--- config.mk ---
export PLATFORM = sky130hd
export DESIGN_NAME = time_entry_counter
export DESIGN_NICKNAME = d
export VERILOG_FILES = /design/src/rtl/time_entry_counter_pkg.sv /design/src/rtl/time_entry_counter_bcd_digit_dec.sv /design/src/rtl/time_entry_counter.sv
export SDC_FILE = /design/constraint.sdc
export NUM_CORES = 1
export LEC_CHECK = 0
export ABC_CLOCK_PERIOD_IN_PS = 2400
export BUFFER_PORTS_ARGS = -buffer_cell sky130_fd_sc_hd__buf_2
export CORE_MARGIN = 2
export CORE_UTILIZATION = 51
export CTS_BUF_LIST = sky130_fd_sc_hd__clkbuf_8
export DETAILED_ROUTE_END_ITERATION = 8
export HOLD_SLACK_MARGIN = 0.02
export PLACE_DENSITY = 0.86
export REMOVE_ABC_BUFFERS = 1
export SLEW_MARGIN = 10
export SYNTH_ARGS = -nofsm -noshare
export SYNTH_HDL_FRONTEND = slang
export SYNTH_SLANG_ARGS = --single-unit
--- constraint.sdc ---
create_clock -name clk -period 2.4 [get_ports clk]
set_clock_uncertainty 0.2 [all_clocks]
set_input_delay 0.36 -clock clk [delete_from_list [all_inputs] [get_ports clk]]
set_output_delay 0.36 -clock clk [all_outputs]
set_load 0.02 [all_outputs]
--- src/rtl/time_entry_counter_pkg.sv ---
// Shared constants for the microwave time-entry counter: state encoding and BCD limits.
package time_entry_counter_pkg;

   localparam logic [2:0] ST_IDLE  = 3'd0;
   localparam logic [2:0] ST_ENTRY = 3'd1;
   localparam logic [2:0] ST_RUN   = 3'd2;
   localparam logic [2:0] ST_PAUSE = 3'd3;
   localparam logic [2:0] ST_DONE  = 3'd4;

   typedef enum logic [2:0] {
      IDLE  = ST_IDLE,
      ENTRY = ST_ENTRY,
      RUN   = ST_RUN,
      PAUSE = ST_PAUSE,
      DONE  = ST_DONE
   } state_t;

   localparam logic [3:0] BCD_NINE     = 4'd9;
   localparam logic [3:0] MAX_TENS_DEF = 4'd5;

   function automatic logic bcd_valid(input logic [3:0] d);
      return (d <= BCD_NINE);
   endfunction

endpackage

--- src/rtl/time_entry_counter_bcd_digit_dec.sv ---
// One BCD digit of the countdown chain: decrements on borrow_in and reloads on underflow.
module bcd_digit_dec #(
   parameter logic [3:0] RELOAD = 4'd9
) (
   input  logic [3:0] digit_in,
   input  logic       borrow_in,
   output logic [3:0] digit_out,
   output logic       borrow_out
);

   // Borrow-driven decrement with reload on zero.
   always_comb begin
      digit_out  = digit_in;
      borrow_out = 1'b0;
      if (borrow_in) begin
         if (digit_in == 4'd0) begin
            digit_out  = RELOAD;
            borrow_out = 1'b1;
         end else begin
            digit_out  = digit_in - 4'd1;
            borrow_out = 1'b0;
         end
      end else begin
         digit_out  = digit_in;
         borrow_out = 1'b0;
      end
   end

endmodule

--- src/rtl/time_entry_counter.sv ---
// Microwave time-entry counter: keypad digit shift-in, start/stop/pause control,
// and a 1 Hz BCD countdown of M:SS with a completion pulse.
module time_entry_counter
   import time_entry_counter_pkg::*;
#(
   parameter logic [3:0] MAX_TENS = MAX_TENS_DEF
) (
   input  logic       clk,
   input  logic       clearn,
   input  logic [3:0] D,
   input  logic       loadn,
   input  logic       pgt_1Hz,
   input  logic       startn,
   input  logic       stopn,
   output logic [3:0] sec_ones,
   output logic [3:0] sec_tens,
   output logic [3:0] min_ones,
   output logic       zero,
   output logic       running,
   output logic       done
);

   state_t     state_r;
   logic       loadn_q_r;
   logic       pgt_q_r;
   logic       key_armed_r;

   logic       key_s;
   logic       tick_s;
   logic       start_s;
   logic       stop_s;
   logic [3:0] dec_ones_s;
   logic [3:0] dec_tens_s;
   logic [3:0] dec_min_s;
   logic       b_ones_s;
   logic       b_tens_s;
   logic       b_min_s;
   logic       dec_zero_s;

   // A key held through reset stays disarmed until loadn has been seen high.
   assign key_s      = ~loadn & loadn_q_r & key_armed_r & bcd_valid(D);
   // A tick that would underflow 0:00 is blocked so the digits can never wrap.
   assign tick_s     = pgt_1Hz & ~pgt_q_r & ~b_min_s;
   assign start_s    = ~startn;
   assign stop_s     = ~stopn;
   assign zero       = (sec_ones == 4'd0) && (sec_tens == 4'd0) && (min_ones == 4'd0);
   assign dec_zero_s = (dec_ones_s == 4'd0) && (dec_tens_s == 4'd0) && (dec_min_s == 4'd0);

   bcd_digit_dec #(.RELOAD(BCD_NINE)) u_dec_ones (
      .digit_in  (sec_ones),
      .borrow_in (1'b1),
      .digit_out (dec_ones_s),
      .borrow_out(b_ones_s)
   );

   bcd_digit_dec #(.RELOAD(MAX_TENS)) u_dec_tens (
      .digit_in  (sec_tens),
      .borrow_in (b_ones_s),
      .digit_out (dec_tens_s),
      .borrow_out(b_tens_s)
   );

   bcd_digit_dec #(.RELOAD(BCD_NINE)) u_dec_min (
      .digit_in  (min_ones),
      .borrow_in (b_tens_s),
      .digit_out (dec_min_s),
      .borrow_out(b_min_s)
   );

   // Control FSM with registered digits, running and done; priority stop > start > tick > digit.
   always_ff @(posedge clk) begin
      if (!clearn) begin
         state_r     <= IDLE;
         {min_ones, sec_tens, sec_ones} <= 12'h000;
         done        <= 1'b0;
         running     <= 1'b0;
         loadn_q_r   <= 1'b1;
         pgt_q_r     <= 1'b1;
         key_armed_r <= 1'b0;
      end else begin
         loadn_q_r   <= loadn;
         pgt_q_r     <= pgt_1Hz;
         key_armed_r <= key_armed_r | loadn;
         done        <= 1'b0;
         case (state_r)
            IDLE, DONE: begin
               if (stop_s) begin
                  state_r <= IDLE;
                  {min_ones, sec_tens, sec_ones} <= 12'h000;
                  running <= 1'b0;
               end else if (key_s) begin
                  state_r <= ENTRY;
                  {min_ones, sec_tens, sec_ones} <= {sec_tens, sec_ones, D};
               end
            end
            ENTRY: begin
               if (stop_s) begin
                  state_r <= IDLE;
                  {min_ones, sec_tens, sec_ones} <= 12'h000;
                  running <= 1'b0;
               end else if (start_s && !zero) begin
                  state_r <= RUN;
                  running <= 1'b1;
               end else if (key_s) begin
                  {min_ones, sec_tens, sec_ones} <= {sec_tens, sec_ones, D};
               end
            end
            RUN: begin
               if (stop_s) begin
                  state_r <= PAUSE;
                  running <= 1'b0;
               end else if (tick_s) begin
                  {min_ones, sec_tens, sec_ones} <= {dec_min_s, dec_tens_s, dec_ones_s};
                  if (dec_zero_s) begin
                     state_r <= DONE;
                     done    <= 1'b1;
                     running <= 1'b0;
                  end
               end
            end
            PAUSE: begin
               if (stop_s) begin
                  state_r <= IDLE;
                  {min_ones, sec_tens, sec_ones} <= 12'h000;
                  running <= 1'b0;
               end else if (start_s && !zero) begin
                  state_r <= RUN;
                  running <= 1'b1;
               end
            end
            default: begin
               state_r <= IDLE;
               {min_ones, sec_tens, sec_ones} <= 12'h000;
               running <= 1'b0;
            end
         endcase
      end
   end

endmodule

== Word level (Yosys, flattened, before mapping) ==
Index checks and enable logic that the tools add are counted.

* Word-level logic and storage cells: 103
* Register bits: 20
* Input bits: 10
* Output and inout port bits: 15

* Reduce and logical (&&, ||, !) cells: 19
* Add/subtract/negate cells: 3
* Bitwise gates (word level): 10
* Multiplexer cells: 48
* Order comparisons: 1
* Eq/ne operators: 13

{| class="wikitable"
|+ Operators with widths
! kind !! number
|-
| $mux 4 || 24
|-
| $pmux 4 s4 || 3
|-
| $logic_not 4->1 || 6
|-
| $mux 3 || 7
|-
| $reduce_and 4->1 || 4
|-
| $mux 1 || 12
|-
| $ne 3x3->1 const B || 4
|-
| $sub 4x1->4 const B || 3
|-
| $pmux 3 s3 || 1
|-
| $ne 2x2->1 const B || 4
|-
| $eq 3x2->1 const B || 2
|-
| $and 1x1->1 || 5
|-
| $logic_and 1x1->1 || 5
|-
| $le 4x4->1 const B || 1
|-
| $not 1->1 || 4
|-
| $reduce_or 2->1 || 2
|-
| $eq 3x1->1 const B || 1
|-
| $eq 3x3->1 const B || 1
|-
| $logic_not 3->1 || 1
|-
| $ne 3x2->1 const B || 1
|-
| $pmux 1 s3 || 1
|-
| $logic_not 1->1 || 1
|-
| $or 1x1->1 || 1
|}

== Longest topological paths before layout ==
Gate-level depths: netlist (run 1).

* Depth in word-level cells: 10
* Mapped depth: 7
* Gate-level depth less buffers: 5

== Cells and area by module ==
A second synthesis (run 1) with hierarchy kept.

* Cells, all modules: 143
* Area, all modules: 1,295.0 sq um

{| class="wikitable"
|+ By module, submodules not included
! module !! cells an instance !! instances !! area each (sq um)
|-
| time_entry_counter || 112 || 1 || 1,078.5
|-
| bcd_digit_dec at u_dec_min ... || 11 || 2 || 78.8
|-
| bcd_digit_dec at u_dec_tens || 9 || 1 || 58.8
|}

== Worst setup path before layout (run 1) ==
OpenSTA, ideal clock, no wires.

* Path type: register to register
* Start: register sec_ones[3]
* End: register state_r[0]
* Slack: -151 ps
* Period minus slack after synthesis: 2,551 ps
* Cell stages (with the launch flop): 7
* Library setup time: 61 ps
* Arrival time: 2,290 ps
* Data required time: 2,139 ps
* Cells stage by stage: dfxtp_1 -> buf_2 -> or4_1 -> nor3_1 -> o21ai_0 -> o311ai_0 -> o2111a_1

{| class="wikitable"
|+ RTL lines
! element !! RTL line !! RTL
|-
| start: declaration || time_entry_counter.sv:15 || <nowiki>output logic [3:0] sec_ones,</nowiki>
|-
| start signal: assignment || time_entry_counter.sv:93 || <nowiki>{min_ones, sec_tens, sec_ones} <= {sec_tens, sec_ones, D};</nowiki>
|-
| start signal: assignment || time_entry_counter.sv:105 || <nowiki>{min_ones, sec_tens, sec_ones} <= {sec_tens, sec_ones, D};</nowiki>
|-
| start signal: assignment || time_entry_counter.sv:113 || <nowiki>{min_ones, sec_tens, sec_ones} <= {dec_min_s, dec_tens_s, dec_ones_s};</nowiki>
|-
| $logic_not 4->1 || time_entry_counter.sv:46 || <nowiki>assign zero = (sec_ones == 4'd0) && (sec_tens == 4'd0) && (min_ones == 4'd0);</nowiki>
|-
| $logic_and 1x1->1 (2 in series) || time_entry_counter.sv:46 ||
|-
| named net zero || time_entry_counter.sv:18 || <nowiki>output logic zero,</nowiki>
|-
| $logic_not 1->1 || time_entry_counter.sv:101, time_entry_counter.sv:126 ||
|-
| $logic_and 1x1->1 || time_entry_counter.sv:101, time_entry_counter.sv:126 ||
|-
| $ne 3x2->1 (no line) || n/a ||
|-
| $reduce_and 4->1 (no line) || n/a ||
|-
| end signal: assignment || time_entry_counter.sv:102 || <nowiki>state_r <= RUN;</nowiki>
|-
| end signal: assignment || time_entry_counter.sv:127 || <nowiki>state_r <= RUN;</nowiki>
|-
| end signal: assignment || time_entry_counter.sv:132 || <nowiki>state_r <= IDLE;</nowiki>
|-
| end: declaration || time_entry_counter.sv:23 || <nowiki>state_t state_r;</nowiki>
|}

The timed path passes the listed nets, and every way through them passes these cells.
A chain may end at the register's enable or synchronous reset.

== Final worst setup path (run 1) ==
* Start: register sec_ones[1]
* End: register min_ones[0]

* Cells in the longest elaborated chain, start to end: 8

{| class="wikitable"
|+ Ends and longest elaborated chain
! element !! RTL line !! RTL
|-
| $logic_not 4->1 * || time_entry_counter_bcd_digit_dec.sv:16, time_entry_counter.sv:46 ||
|-
| $mux 1 || time_entry_counter_bcd_digit_dec.sv:16 || <nowiki>if (digit_in == 4'd0) begin</nowiki>
|-
| $mux 1 (2 in series) || time_entry_counter_bcd_digit_dec.sv:15 || <nowiki>if (borrow_in) begin</nowiki>
|-
| $not 1->1 || time_entry_counter.sv:43 || <nowiki>assign tick_s = pgt_1Hz & ~pgt_q_r & ~b_min_s;</nowiki>
|-
| $and 1x1->1 || time_entry_counter.sv:43 ||
|-
| $ne 2x2->1 (no line) || n/a ||
|-
| $reduce_and 4->1 (no line) || n/a ||
|-
| end signal: assignment || time_entry_counter.sv:93 ||
|-
| end signal: assignment || time_entry_counter.sv:105 ||
|-
| end signal: assignment || time_entry_counter.sv:113 ||
|-
| end: declaration || time_entry_counter.sv:17 || <nowiki>output logic [3:0] min_ones,</nowiki>
|}

Mark *: on every way between the ends. The rest lies on a longest branch, timed or not. The select of a mux whose other input is x is not followed.

==> results.tsv, run 1 <==
stage	metric	value	unit
status	status	finished, violations left	
status	violations	negative setup slack	
final_layout	final_nets	220	
synthesis	synth_edf_count	0	
cts	clockBufferDepth	2	
worst_setup_path	critical_path_class	register to register	
die	die-area	2870	um^2
cts	path_clk_slew	80	ps
worst_setup_path	r2r_end	min_ones[0]	
power_and_ir_drop	comb_power_share	0.564	
power_and_ir_drop	ir_drop	553	uV
global_routing	grt_pass1_wl	6.71	mm
worst_setup_path	slowest_stage	or4b_4	
sta	period_share	1.01	
routing	drc	0	
worst_setup_path	slowest_delay	560	ps
final_layout	antennaDiodeCount	0	
global_routing	grt_util_all_layers	0.322	
worst_setup_path	reg2reg_depth	5	
worst_setup_path	crit_start	sec_ones[1]	
sta	max_freq	0.411	GHz
worst_setup_path	crit_chain	or4_4, or4b_4, and2_4, o311a_1, a31o_1	
synthesis	yosys_warnings	0	
cts	cts_sinks	20	
sta	slew_violations	0	
placed_design	dp.cells	231	
die	die_h	53.6	um
placed_design	place_ws	30.1	ps
final_layout	final.fill_count	164	
final_layout	syn2layout_area_growth	33.0	%
worst_setup_path	r2r_slack	-30	ps
power_and_ir_drop	p_leak	0.734	nW
sta	worst_slack	-30.8	ps
worst_setup_path	cp_max_fo	4	
cts	clock_latency	260	ps
worst_setup_path	crit_path_end_kind	register	
power_and_ir_drop	clkPwrFrac	0.156	
power_and_ir_drop	p_switching	0.000620	W
routing	ant_nets	0	
worst_hold_path	hold_class	input port to register	
sta	slew_headroom	0.676	
worst_setup_path	worstSetupEndpoint	min_ones[0]	
power_and_ir_drop	sequentialPowerShare	0.280	
synthesis	synth_cells	162	
global_routing	grt_max_degree	19	
die	die_w	53.6	um
final_layout	seq_area	404	um^2
sta	grt_setup_unrepaired	yes	
routing	first_pass_iters	5	
global_routing	antenna_found_initial	0	
synthesis	syn_area_per_cell	7.75	um^2
sta	period_needed	2430	ps
die	rows	17	
synthesis	async_flop_share	0	
die	initial_utilization	0.551	
placed_design	io_buffers	24	
synthesis	yosysTopAreaCell	dfxtp_1	
sta	worst_slew_pin_slew	481	ps
final_layout	drive_gt1_frac	0.380	
cts	cts_root_buffer	clkbuf_8	
cts	htree_num_levels	1	
cts	postCtsHoldBufs	0	
synthesis	synthFlopType	dfxtp_1	
synthesis	synth_cell_types	47	
worst_setup_path	r2r-start	sec_ones[1]	
power_and_ir_drop	p_int	0.000865	W
routing	wire_per_inst	19.6	um
die	coreArea	2280	um^2
synthesis	netlist_area	1250	um^2
die	pin_count	25	
synthesis	seq_area_frac_synth	0.319	
synthesis	synth_top_area_frac	0.319	
global_routing	overflow	0	
worst_hold_path	hold_start	loadn	
worst_setup_path	start_kind	register	
synthesis	synth-seq-cells	20	
cts	cts-buffers-inserted	3	
cts	cts_tree	done	
routing	drtIter0Drc	141	
routing	via_per_inst	6.86	
sta	setup_viol	4	
final_layout	final_cells	236	
global_routing	grt_pass1_vias	1436	
sta	tns	-40.3	ps
worst_setup_path	cp_data_arrival_time	2390	ps
worst_setup_path	required	2360	ps
synthesis	netlist_top_cells_area	dfxtp_1 (32%), nor2_1 (6.9%), nand2_1 (4.2%)	
sta	finalHoldViolCount	0	
synthesis	synth_most_common_cell	nor2_1	
placed_design	globalplace.congestion	0.947	
power_and_ir_drop	switching_share	0.417	
power_and_ir_drop	p_per_area	890	nW/um^2
routing	wirelength	4.62	mm
final_layout	multi_input_area	841	um^2
routing	dr_total_vias	1619	
power_and_ir_drop	total_power	0.00149	W
placed_design	dpl.hpwl	2.85	mm
flow_run	maxCapViolCount	0	
synthesis	synth_common_cells	nor2_1 (23), dfxtp_1 (20), nand2_1 (14)	
-- power groups by stage --
stage,sequential (W),clock [W],combinational [W]
4_1_cts,0.000410,0.000226,0.000762
3_5_place_dp,0.000416,0,0.000716
6_report,0.000416,0.000231,0.000838
2_1_floorplan,0.000473,0,0.000352
3_3_place_gp,0.000412,0,0.000691
5_1_grt,0.000419,0.000240,0.000875
-- worst min-delay path by stage --
| stage | to | slack, ps | cells after the start |
|---|---|---|---|
| global placement | key_armed_r | 240 | 2 |
| finish | loadn_q_r | 100 | 2 |
| global route | loadn_q_r | 110 | 2 |
| floorplan | key_armed_r | 230 | 2 |
| detailed placement | key_armed_r | 270 | 2 |
| CTS | loadn_q_r | 100 | 2 |
-- metrics by stage --
stage,hold slack [ps],instance area (um^2),utilization
after floorplan,228,1210,-
after global placement,235,1570,0.689
after detailed placement,275,1570,0.689
after CTS,101,1630,0.717
after global routing,112,1670,0.733
final,96.7,1670,0.733
-- kinds of logic after synthesis --
kind of cell	count (synthesis)	share of synthesized area
multiplexers	2	0.0179
buffers and inverters	12	0.0409
AO/OA/AOI/OAI	56	0.320
AND/OR/NAND/NOR	71	0.295
flip-flops	20	0.319
XOR/XNOR	1	0.00698
-- layout make-up --
type | instances | area share
multi-input cells | 130 | 0.504
inverters | 2 | 0.00450
repair buffers | 53 | 0.204
well taps | 28 | 0.0210
clock buffers | 3 | 0.0247
flip-flops and latches | 20 | 0.242
-- worst max-delay path: cells and delay by family, from the launching register on --
family / cells / cell delay, ps
flip-flops: 1 / 330
AND/OR/NAND/NOR: 3 / 1280
AO/OA/AOI/OAI: 2 / 510
-- routing by layer --
layer | up-vias | routed length [um] | GRT usage | part of all wire
li1 | 717 | - | - | -
met1 | 731 | 1740 | 0.409 | 0.38
met2 | 137 | 2140 | 0.539 | 0.46
met3 | 34 | 529 | 0.0444 | 0.11
met4 | 0 | 216 | 0.145 | 0.047
met5 | - | 0 | 0 | 0
-- registers in the layout, indices dropped and copies added (netlist names) --
name         cells
min_ones         4
sec_ones         4
sec_tens         4
state_r          3
done             1
key_armed_r      1
loadn_q_r        1
pgt_q_r          1
running          1
-- layout by cell type (no fill, tap or decap), types with 3 or more instances in the layout --
cell      count
dfxtp_2       3
clkbuf_8      3
buf_4        30
buf_2        23
nor3_1        4
o21ai_0      10
o31ai_1       4
dfxtp_1      17
nand2b_1      4
nor2_1       23
a211oi_1      4
a22oi_1       3
a31oi_1       3
a32o_1        3
a31o_2        3
nor4_1        3
or4_4         5
nand2_1      13
a21oi_1      10
-- timing repair --
| action | CTS | global route |
|---|---|---|
| setup endpoints to repair | 3 | 6 |
| setup buffers | 0 | 2 |
| hold endpoints to repair | 0 | 0 |
| pin swaps | 0 | 3 |
| gates resized for setup | 5 | 8 |
Power figures use the tool's default switching activity.
==> run 2: changes to the inputs <==
CORE_UTILIZATION = 45   (was 51)
PLACE_DENSITY = 0.78   (was 0.86)
==> results.tsv, run 2 (synthesized netlist as in run 1, its figures left out) <==
stage	metric	value	unit
sta	max_freq	0.420	GHz
routing	drc	0	
placed_design	dp.cells	234	
placed_design	globalplace.congestion	0.865	
power_and_ir_drop	ir_drop	556	uV
placed_design	io_buffers	24	
routing	drtIter0Drc	82	
sta	period_needed	2380	ps
cts	htree_num_levels	1	
global_routing	grt_pass1_wl	6.97	mm
routing	wire_per_inst	16.9	um
cts	cts-buffers-inserted	3	
die	coreArea	2710	um^2
routing	first_pass_iters	4	
cts	clock_latency	270	ps
global_routing	overflow	0	
die	rows	19	
sta	worst_slew_pin_slew	424	ps
flow_run	maxCapViolCount	0	
cts	postCtsHoldBufs	0	
final_layout	final_cell_mix	buf_4 (27), nor2_1 (23), buf_2 (23)	
routing	via_per_inst	6.57	
power_and_ir_drop	p_leak	0.754	nW
placed_design	dpl.hpwl	2.91	mm
sta	period_share	0.992	
status	status	complete, no violations	
worst_setup_path	required	2360	ps
sta	slew_headroom	0.715	
cts	cts_tree	done	
cts	cts_sinks	20	
global_routing	grt_max_degree	19	
sta	finalHoldViolCount	0	
routing	wirelength	4.06	mm
worst_setup_path	critical_path_class	register to register	
global_routing	grt_pass1_vias	1484	
cts	path_clk_slew	80	ps
cts	clockBufferDepth	2	
power_and_ir_drop	p_per_area	894	nW/um^2
sta	setup_viol	0	
final_layout	antennaDiodeCount	0	
final_layout	final_nets	221	
power_and_ir_drop	total_power	0.00154	W
final_layout	drive_gt1_frac	0.381	
final_layout	syn2layout_area_growth	37.0	%
global_routing	grt_util_all_layers	0.271	
worst_setup_path	cp_max_fo	4	
sta	grt_setup_unrepaired	yes	
global_routing	antenna_found_initial	0	
worst_setup_path	start_kind	register	
final_layout	layout_commonest_cell	buf_4	
routing	ant_nets	0	
routing	dr_total_vias	1583	
worst_setup_path	crit_path_end_kind	register	
die	die_h	56.8	um
die	pin_count	25	
final_layout	final_cells	241	
cts	cts_root_buffer	clkbuf_8	
worst_hold_path	hold_class	input port to register	
die	die_w	56.8	um
worst_setup_path	cp_data_arrival_time	2350	ps
die	die-area	3230	um^2
die	initial_utilization	0.463	
sta	slew_violations	0	
==> run 2: cell count changes in the layout (fill, tap and decap cells not counted), sizes merged <==
cell | previous run | this run
buf | 53 | 54
clkbuf | 3 | 4
==> run 2: worst max-delay path, stage by stage, from the launching register on <==
cell and delay (ps):
dfxtp_1 320, or4_4 540, or4b_4 570, and2_4 180, o311a_1 290, a31o_1 180
==> run 2: layout make-up <==
cell class | instances | area (um^2)
multi-input cells | 130 | 851
inverters | 2 | 7.51
clock buffers | 4 | 55.1
fillers | 248 | 991
well taps | 31 | 38.8
repair buffers | 54 | 363
flip-flops and latches | 20 | 404
==> run 2: per-stage QoR <==
step	area (um^2)	worst slack [ps]	setup TNS, ps	util	hold slack [ps]
2_1_floorplan	1210	-147	-1540	-	228
6_report	1720	18.7	0	0.634	111
3_3_place_gp	1570	54.8	0	0.580	239
4_1_cts	1650	-14.8	-14.8	0.608	112
3_5_place_dp	1570	-28.3	-42.4	0.580	258
5_1_grt	1720	-18.8	-39.6	0.634	120
==> run 2: routing by layer <==
layer,vias to the layer above,track usage,wire (um)
li1,716,-,-
met1,766,0.336,1570
met2,83,0.444,2050
met3,18,0.0530,296
met4,0,0.140,142
met5,-,0,0
==> run 2: timing repair <==
item,in CTS,in global routing
pin swaps,1,5
endpoints found under the setup margin,10,14
setup buffers,0,3
resized for setup,6,12
==> run 2: power by group <==
group | switching [W] | total (W) | internal [W]
Clock | 0.000123 | 0.000270 | 0.000146
Sequential | 0.0000364 | 0.000411 | 0.000375
Combinational | 0.000454 | 0.000857 | 0.000402
==> run 2: final timing paths <==
check | start | end | slack (ps) | cells after the start
worst max-delay path | sec_tens[1] | min_ones[0] | 20 | 5
worst min-delay path | loadn | loadn_q_r | 110 | 2
worst max register to register | sec_tens[1] | min_ones[0] | 20 | 5
worst min register to register | key_armed_r | key_armed_r | 270 | 2
==> run 3: changes to the inputs <==
SYNTH_HIERARCHICAL = 1   (was default)
==> results.tsv, run 3 <==
stage	metric	value	unit
status	status	finished, violations left	
status	violations	negative setup slack	
synthesis	synth_cells	143	
cts	postCtsHoldBufs	0	
cts	clock_latency	270	ps
final_layout	syn2layout_area_growth	34.1	%
routing	wire_per_inst	17.6	um
worst_setup_path	reg2reg_depth	13	
die	die_w	57.6	um
synthesis	seq_area_frac_synth	0.309	
routing	drc	0	
cts	clockBufferDepth	2	
routing	dr_total_vias	1371	
placed_design	globalplace.congestion	0.845	
routing	drtIter0Drc	82	
sta	slew_violations	0	
routing	ant_nets	0	
worst_setup_path	cp_data_arrival_time	2790	ps
sta	worst_slack	-370	ps
final_layout	final_area	1740	um^2
synthesis	synthFlopType	dfxtp_1	
global_routing	grt_pass1_vias	1268	
flow_run	maxCapViolCount	0	
placed_design	dpl.hpwl	2.50	mm
sta	period_share	1.15	
final_layout	final_nets	198	
placed_design	dp.cells	210	
worst_setup_path	cp_max_fo	6	
cts	cts_sinks	20	
global_routing	grt_util_all_layers	0.243	
die	rows	19	
synthesis	synth-seq-cells	20	
worst_setup_path	crit_path_end_kind	register	
sta	slew_headroom	0.301	
final_layout	drive_gt1_frac	0.385	
synthesis	synth_top_area_frac	0.309	
final_layout	final.fill_count	235	
cts	htree_num_levels	1	
power_and_ir_drop	ir_drop	561	uV
synthesis	synth_common_cells	dfxtp_1 (20), o211a_1 (13), a221o_1 (12)	
placed_design	place_ws	-503	ps
routing	wl_met1	1.59	mm
synthesis	yosys_warnings	6	
die	initial_utilization	0.474	
placed_design	placed_cell_area	1560	um^2
cts	cts-buffers-inserted	3	
sta	worst_slew_pin_slew	1050	ps
worst_hold_path	hold_depth	2	
routing	first_pass_iters	5	
synthesis	synth_cell_types	39	
worst_hold_path	hold_start	pgt_1Hz	
final_layout	final_cell_mix	buf_2 (24), buf_4 (21), dfxtp_1 (19)	
power_and_ir_drop	p_leak	0.841	nW
worst_setup_path	required	2420	ps
cts	path_clk_slew	80	ps
synthesis	yosysTopAreaCell	dfxtp_1	
worst_setup_path	r2r_end	state_r[1]	
synthesis	netlist_area	1290	um^2
placed_design	io_buffers	24	
global_routing	grt_pass1_wl	6.20	mm
worst_setup_path	r2r_slack	-370	ps
worst_setup_path	critical_path_class	register to register	
global_routing	antenna_found_initial	0	
cts	cts_tree	done	
final_layout	antennaDiodeCount	0	
sta	setup_viol	16	
synthesis	synth_edf_count	0	
synthesis	syn_area_per_cell	9.06	um^2
synthesis	async_flop_share	0	
sta	max_freq	0.361	GHz
worst_setup_path	r2r-start	sec_ones[1]	
routing	top_layer	met4	
synthesis	netlist_top_cells_area	dfxtp_1 (31%), o211a_1 (10%), a221o_1 (9.3%)	
worst_hold_path	hold_class	input port to register	
cts	cts_root_buffer	clkbuf_8	
sta	finalHoldViolCount	0	
die	coreArea	2730	um^2
final_layout	final_cells	218	
worst_hold_path	whs_endpoint	pgt_q_r	
sta	hold-worst-slack	78.5	ps
sta	period_needed	2770	ps
routing	wirelength	3.84	mm
routing	via_per_inst	6.29	
global_routing	grt_max_degree	21	
die	pin_count	25	
global_routing	overflow	0	
die	die_h	57.6	um
synthesis	synth_most_common_cell	dfxtp_1	
final_layout	layout_commonest_cell	buf_2	
power_and_ir_drop	p_per_area	586	nW/um^2
die	die-area	3320	um^2
routing	wl_met3	227	um
sta	grt_setup_unrepaired	yes	
worst_setup_path	start_kind	register	
routing	wl_met2	1.94	mm
-- run 3: cell count changes after synthesis, sizes merged, moves of 6 or more --
cell    delta
a21oi      -8
a221o     +12
nand2      -8
nand2b     +6
nor2      -13
o211a     +12
or2b       +8
-- run 3: per-layer routing --
metal,GRT usage,vias up
met4,0.120,0
met2,0.419,68
met3,0.0290,7
met5,0,-
li1,-,639
met1,0.300,657
-- run 3: kinds of logic after synthesis --
group / Yosys count / share of synthesized area
compound gates: 44 / 0.301
other cells: 1 / 0.00290
buf+inv: 9 / 0.0338
flops: 20 / 0.309
xor+xnor: 6 / 0.0406
simple gates: 63 / 0.312
-- run 3: timing repair --
item                                    in CTS  in global routing
pin swaps                                    6                  5
endpoints found under the hold margin        0                  0
setup buffers                                2                  1
gates resized for setup                     17                  5
cloned                                       1                  0
endpoints found under the setup margin      16                 16
-- run 3: worst max-delay path by stage --
| stage | slack, ps | cells after the start | endpoint | start |
|---|---|---|---|---|
| global placement | -440 | 14 | running | sec_ones[0] |
| global route | -500 | 13 | running | sec_ones[1] |
| detailed placement | -500 | 14 | running | sec_ones[0] |
| finish | -370 | 13 | state_r[1] | sec_ones[1] |
| floorplan | -680 | 12 | sec_tens[1] | sec_ones[0] |
| CTS | -360 | 13 | state_r[2] | sec_ones[1] |
-- run 3: critical path: stages (launching register included) --
cell	delay, ps
dfxtp_2	340
nor4_4	290
inv_1	90
or3_4	350
nor3_2	110
buf_4	150
nand2b_4	80
or4b_4	490
nand2_2	80
nor4_2	40
nand4_1	100
nand2_1	90
o21ai_1	130
o211a_1	170
-- run 3: cell type report --
cell class	count	area [um^2]	area share
multi-input cells	115	937	0.540
clock buffers	4	55.1	0.0317
inverters	1	3.75	0.00216
well taps	31	38.8	0.0223
flip-flops and latches	20	402	0.231
repair buffers	47	300	0.173
-- run 3: metrics by stage --
| step | power, W | setup TNS (ps) | utilization |
|---|---|---|---|
| after floorplan | 0.000578 | -10410 | - |
| after global placement | 0.000695 | -5580 | 0.571 |
| after detailed placement | 0.000705 | -7310 | 0.571 |
| after CTS | 0.00100 | -4470 | 0.628 |
| after global routing | 0.00106 | -6930 | 0.635 |
| final | 0.00102 | -4810 | 0.635 |
-- run 3: report_power, final --
group	switching, W	internal (W)	leakage (nW)
sequential	0.0000299	0.000356	0.165
clock	0.000126	0.000147	0.0288
combinational	0.000192	0.000167	0.647
total	0.000348	0.000670	0.841
